<file path="src/rtl/arb_pkg.sv">
// Shared types for the round-robin arbiter: output-register FSM states and index sizing.
package arb_pkg;

  typedef enum logic {
    ARB_EMPTY = 1'b0,
    ARB_FULL  = 1'b1
  } arb_state_e;

  function automatic int idx_w(input int n);
    return (n > 1) ? $clog2(n) : 1;
  endfunction

endpackage

</file>
<file path="src/rtl/muxN.sv">
// N:1 word multiplexer built as a binary tree of 2:1 muxes; input i sits at d[i*W +: W].
module muxN #(
  parameter int N = 4,
  parameter int W = 32
) (
  input  logic [$clog2(N)-1:0] s,
  input  logic [N*W-1:0]       d,
  output logic [W-1:0]         y
);

  localparam int L = $clog2(N);

  // Heap layout: node 1 is the root, leaves occupy N..2N-1 in input order.
  logic [W-1:0] node [1:2*N-1];

  for (genvar i = 0; i < N; i++) begin : g_leaf
    assign node[N+i] = d[i*W +: W];
  end

  for (genvar lv = 0; lv < L; lv++) begin : g_lvl
    for (genvar m = 0; m < (1 << lv); m++) begin : g_node
      localparam int K = (1 << lv) + m;
      assign node[K] = s[L-1-lv] ? node[2*K+1] : node[2*K];
    end
  end

  assign y = node[1];

endmodule

</file>
<file path="src/rtl/rr_arbiter.sv">
// Round-robin arbiter: N valid/ready requesters share one registered W-bit output channel.
module rr_arbiter
  import arb_pkg::*;
#(
  parameter int N = 4,
  parameter int W = 32
) (
  input  logic                     clk,
  input  logic                     rst,
  input  logic [N-1:0]             req_valid,
  input  logic [N*W-1:0]           req_data,
  output logic [N-1:0]             req_ready,
  output logic                     out_valid,
  output logic [W-1:0]             out_data,
  output logic [$clog2(N)-1:0]     out_id,
  input  logic                     out_ready
);

  localparam int IW = idx_w(N);

  arb_state_e      state;
  logic [IW-1:0]   last;
  logic [IW-1:0]   start;
  logic [2*N-1:0]  dbl;
  logic [N-1:0]    rot;
  logic [IW-1:0]   off;
  logic [IW-1:0]   g;
  logic            any;
  logic            can_load;
  logic            accept;
  logic [W-1:0]    mux_y;

  assign can_load = (state == ARB_EMPTY) || out_ready;
  assign any      = |req_valid;
  assign accept   = rst && can_load && any;

  // Rotate so the search origin last+1 lands on bit 0; N is a power of two so index math wraps.
  assign start = last + 1'b1;
  assign dbl   = {req_valid, req_valid} >> start;
  assign rot   = dbl[N-1:0];

  always_comb begin
    off = '0;
    for (int j = N - 1; j >= 0; j--) begin
      if (rot[j]) off = IW'(j);
    end
  end

  assign g = start + off;

  always_comb begin
    req_ready = '0;
    if (accept) req_ready[g] = 1'b1;
  end

  muxN #(.N(N), .W(W)) u_mux (
    .s (g),
    .d (req_data),
    .y (mux_y)
  );

  always_ff @(posedge clk) begin
    if (!rst) begin
      state    <= ARB_EMPTY;
      last     <= IW'(N - 1);
      out_data <= '0;
      out_id   <= '0;
    end else if (can_load) begin
      if (any) begin
        state    <= ARB_FULL;
        out_data <= mux_y;
        out_id   <= g;
        last     <= g;
      end else begin
        state <= ARB_EMPTY;
      end
    end
  end

  assign out_valid = (state == ARB_FULL);

endmodule

</file>
<file path="config.mk">
export PLATFORM = sky130hd
export DESIGN_NAME = rr_arbiter
export DESIGN_NICKNAME = d
export VERILOG_FILES = /design/src/rtl/arb_pkg.sv /design/src/rtl/muxN.sv /design/src/rtl/rr_arbiter.sv
export SDC_FILE = /design/constraint.sdc
export NUM_CORES = 1
export LEC_CHECK = 0
export ABC_AREA = 1
export CAP_MARGIN = 20
export CORE_MARGIN = 1.5
export CORE_UTILIZATION = 35
export CTS_BUF_LIST = sky130_fd_sc_hd__clkbuf_8 sky130_fd_sc_hd__clkbuf_16
export DETAILED_ROUTE_END_ITERATION = 10
export PLACE_DENSITY = 0.76
export SYNTH_ARGS = -nofsm -noshare
export SYNTH_HDL_FRONTEND = slang
export SYNTH_SLANG_ARGS = --single-unit
</file>
<file path="constraint.sdc">
create_clock -name clk -period 4.5 [get_ports clk]
set_clock_uncertainty 0.15 [all_clocks]
set_input_delay 0.675 -clock clk [delete_from_list [all_inputs] [get_ports clk]]
set_output_delay 0.675 -clock clk [all_outputs]
set_load 0.01 [all_outputs]
</file>
* Word-level counts from Yosys, hierarchy flattened
Index checks and enable logic that the tools add are counted. W data, S select, Z words.
Word-level totals: register bits after elaboration 37, input port bits 135, output and inout bits 39, word-level logic and storage cells 27
Operators by class: add/sub/neg operators 2, $lt $le $gt $ge 2, shift-type cells 1, mux-type cells 11, bitwise logic cells 1, reduce and logical (&&, ||, !) cells 6
Operators by type and width (number):
- $mux W32 | 3
- $mux W2 | 4
- $shr A8 B2 Y4 | 1
- $mux W4 | 1
- $reduce_or A4 Y1 | 1
- $logic_and A1 B1 Y1 | 3
- $lt A2 B3 Y1 const B | 1
- $add A2 B1 Y2 const B | 1
- $add A2 B2 Y2 | 1
- $demux W1 S2 | 1
- $ge A2 B1 Y1 const B | 1
- $mux W1 | 2
- $reduce_and A2 Y1 | 1
- $logic_or A1 B1 Y1 | 1
- $not A1 Y1 | 1

* Logic depth before layout (Yosys ltp)
depth in word-level cells 12, gate-level depth with buffers 18

* Modules after synthesis
Synthesis repeated with hierarchy kept, for this count alone.
Second synthesis, totals: cell total of the unflattened synthesis 603, area total of the unflattened synthesis 3161.8 um2
By module, submodules not included:
- rr_arbiter | instances 1, cells each 229, area each 1599.0 um2
- muxN | instances 1, cells each 374, area each 1562.7 um2

* Least setup slack after synthesis
Ideal clock, no wire load.
kind input -> output, from input req_valid[3], to output req_ready[1], data arrival time 2.385 ns, slack 1.290 ns, stages on the path 12, path buffers 3, cells stage by stage inv_1 -> nand2_1 -> nand2_1 -> nand2_1 -> a31oi_1 -> nor2_1 -> ha_1 -> buf_2 -> buf_4 -> clkbuf_1 -> nand3_1 -> nor2_1
Between the ends: word-level cells in the longest chain between the ends 11, elaborated cells on any way between the ends 14
RTL lines:
- start, declared | RTL line rr_arbiter.sv:10 | input logic [N-1:0] req_valid,
- $shr A8 B2 Y4 * | RTL line rr_arbiter.sv:39 | assign dbl = {req_valid, req_valid} >> start;
- $mux W2 (3 in series) | RTL line rr_arbiter.sv:45 | if (rot[j]) off = IW'(j);
- $mux W2 * | RTL line rr_arbiter.sv:45
- $add A2 B2 Y2 * | RTL line rr_arbiter.sv:49 | assign g = start + off;
- net g[0] | RTL line rr_arbiter.sv:27 | logic [IW-1:0] g;
- $lt A2 B3 Y1 (implied by the code) or $ge A2 B1 Y1 (tied branches) | RTL line rr_arbiter.sv:53 | if (accept) req_ready[g] = 1'b1;
- $logic_and A1 B1 Y1 (implied by the code) | RTL line rr_arbiter.sv:53
- $mux W1 (implied by the code) | RTL line rr_arbiter.sv:53
- $demux W1 S2 * | RTL line rr_arbiter.sv:53
- $mux W4 * | RTL line rr_arbiter.sv:53
- end, declared | RTL line rr_arbiter.sv:12 | output logic [N-1:0] req_ready,
Mark *: on every way through the listed nets, which the timed path passes. The rest lies on a longest branch.

* Worst setup path in the final report
from input req_valid[2], to output req_ready[2]
Between the ends: word-level cells in the longest chain between the ends 11, elaborated cells on any way between the ends 14
RTL lines (RTL line):
- $shr A8 B2 Y4 | rr_arbiter.sv:39
- $mux W2 (4 in series) | rr_arbiter.sv:45
- $add A2 B2 Y2 | rr_arbiter.sv:49
- $lt A2 B3 Y1 (implied by the code) or $ge A2 B1 Y1 (tied branches) | rr_arbiter.sv:53
- $logic_and A1 B1 Y1 (implied by the code) | rr_arbiter.sv:53
- $mux W1 (implied by the code) | rr_arbiter.sv:53
- $demux W1 S2 | rr_arbiter.sv:53
- $mux W4 * | rr_arbiter.sv:53
Mark *: on every way between the ends. The rest lies on a longest branch, timed or not.

==> results by group <==
Clocking
  – Hold_buf cts: 0
  – Post-CTS Resized: 0
  – H-tree depth: 2
  – CTS buffer count: 5
  – Clock buffer depth: 2
  – Number of setup buffers added after CTS: 0
  – CTS Root Cell: clkbuf_8
  – CTS tree: yes
  – Clock Latency Late Sink: approximately 0.28 ns
  – CTS clk-pin slew, worst paths: about 0.07 ns
  – Clock sinks: 37

Synth
  – Most frequent cells after synthesis: nand2_1 (176), nor2_1 (69), dfxtp_1 (37)
  – Syn avg cell area: 6.04 um2
  – Register area share after synthesis: 0.256
  – Post-synth EDFFs: 0
  – Synth async-reset ratio: 0
  – Synthesized area: between 2000 and 3000 um2
  – Yosys warnings: 0
  – Library cells used by synthesis: 23
  – Ys flop type: dfxtp_1
  – Mapped Cells: 478
  – Seq cells post-synth: 37
  – Main area contributors after synthesis: dfxtp_1 (26%), nand2_1 (23%), mux2i_1 (11%)
  – Net Count, Synth: 614
  – Most numerous cell in the Yosys netlist: nand2_1
  – Yosys top cell area share: 0.256
  – Dominant cell type by area after synthesis: dfxtp_1

STA
  – Fin. max-slew vios: 0
  – Final Setup Violations: 0
  – Slew HR: 0.440
  – RSZ-0062 raised after global routing: no
  – Final hold vios: 0
  – Maximum clock frequency: approximately 0.25 GHz
  – Worst slew pin tran: 0.840 ns
  – Crit path time final: 4.00 ns
  – Setup TNS: 0 ns
  – Final worst path period share: 0.890

Critical path
  – Worst Path Arrival: roughly 3.2 ns
  – WS Path Type: in -> out
  – Critical Path Fanout Max: 4
  – Critical Path RT: about 3.7 ns
  – Reg2Reg Launch Point: last[0]
  – Setup crit start kind: input port
  – R2r setup slk: 1.28 ns
  – R2R depth: 13
  – Reg2reg end: out_data[31]
  – CP endpoint kind: primary output

Min path
  – Min-Delay Startpoint: out_id[1]
  – Worst Hold Class: reg -> reg
  – Min-Delay Path Depth: 2
  – Worst Hold End: out_id[1]

Cells and area
  – Area growth, synth to finish: 62.0%
  – Share of layout cells above drive strength 1: 0.0478
  – Final instance area: 4680 um2
  – Antenna Diode Count: 0
  – Nets: 762
  – Util after Layout: 0.596

Floorplanning
  – Starting Density: 0.368
  – Row cnt: 32
  – I/O pins: about 170
  – Die Area: between 8000 and 9000 um2
  – Core area: just under 8000 um2
  – Die Width: between 90 and 100 um
  – Die H: about 94 um

Global route
  – Vias in the first global route: about 3200
  – Initial antenna violation count: 0
  – Grt ovf: 0
  – GRT Util Overall: 0.203
  – Largest net degree at the start of global routing: between 60 and 70
  – Global-route wire length before repair: between 10000 and 15000 um

Job
  – Max-cap viol count: 0

Routing
  – TritonRoute pass-1 iters: 6
  – WL final: a little over 9000 um
  – Post-route DRC: 0
  – Drt initial violations: 115
  – Routed WL per cell: between 10 and 15 um
  – Post-route antenna net violation count: 0
  – Detailed-route via count: ~3500
  – Vias per inst: between 4 and 5

Place
  – Port-buffer cells: approximately 170
  – Hpwl dp: 6720 um
  – Gpl congestion: ~0.8
  – Dpl cell area: between 4000 and 5000 um2

Pwr
  – Max VDD drop: about 0.47 mV
  – Static leakage: about 2.2 nW
  – Tot Pwr: approximately 0.0039 W
  – PwrDens: between 800 and 900 nW/um2

Status
  – Outcome: complete, no violations
==> layout by cell type, fill, tap and decap left out, types with 2 or more instances in the layout <==
cell / count
nand2_1: 175
clkdlybuf4s50_1: 173
nor2_1: 68
dfxtp_1: 37
o21ai_0: 35
nand3_1: 33
mux2i_1: 32
a21oi_1: 26
inv_1: 12
a21oi_2: 8
clkbuf_8: 7
buf_4: 6
nand2_2: 3
nor3_1: 2
==> cell families after synthesis <==
logic type / Yosys count / share of synthesized area
and+or+nand+nor: 285 / 0.391
DFF: 37 / 0.256
buffers and inverters: 51 / 0.0992
xor gates and xnor gates: 1 / 0.00303
adders and majority gates: 1 / 0.00433
muxes: 32 / 0.111
AOI/OAI and AO/OA: 71 / 0.135
==> worst max-delay path, cell delays in order <==
cell	delay, ns
clkdlybuf4s50_1	0.47
inv_1	0.11
nand2_1	0.05
nand2_1	0.07
nand2_1	0.05
nand2_1	0.09
a31oi_1	0.07
nor2_1	0.16
ha_4	0.16
xor2_1	0.21
nand3_2	0.11
nand2_1	0.14
inv_1	0.08
nor3_1	0.15
clkdlybuf4s50_1	0.57
==> power by group <==
| group | switching (W) | leakage, nW | internal (W) |
|---|---|---|---|
| Combinational | 0.00183 | 1.82 | 0.00126 |
| Clock | 0.000115 | 0.0542 | 0.000138 |
| Sequential | 0.0000690 | 0.308 | 0.000461 |
==> sequential cells by signal, indices dropped and copies added (netlist names) <==
name and cells:
out_id 2, last 2, out_valid 1, out_data 32
==> worst max-delay path by stage <==
stage | startpoint | end | slack, ns
after floorplan | req_valid[3] | req_ready[1] | 1.29
after global placement | req_valid[2] | req_ready[2] | 0.67
after detailed placement | req_valid[3] | req_ready[2] | 0.52
after CTS | req_valid[3] | req_ready[2] | 0.52
after global routing | last[0] | req_ready[2] | 0.26
final | req_valid[2] | req_ready[2] | 0.50
==> layout make-up <==
class,count,area (um2)
clock buffers,7,96.3
well taps,102,128
clock inverters,1,5.00
fillers,771,3170
repair buffers,179,1780
multi-input cells,390,1880
flip-flops and latches,37,741
inverters,13,48.8
==> per-layer routing <==
layer | up-vias | wire [um] | GRT usage
met1 | 1579 | 3790 | 0.228
met4 | 0 | 125 | 0.0485
li1 | 1832 | - | -
met2 | 102 | 4690 | 0.382
met3 | 13 | 553 | 0.0494
met5 | - | 0 | 0
==> per-stage QoR <==
step / setup slack, ns / std cells / hold WS (ns)
after floorplan: 1.29 / 478 / 0.330
after global placement: 0.675 / 721 / 0.302
after detailed placement: 0.517 / 721 / 0.315
after CTS: 0.518 / 729 / 0.327
after global routing: 0.256 / 729 / 0.346
final: 0.496 / 729 / 0.323
(Power assumes the default switching activity.)
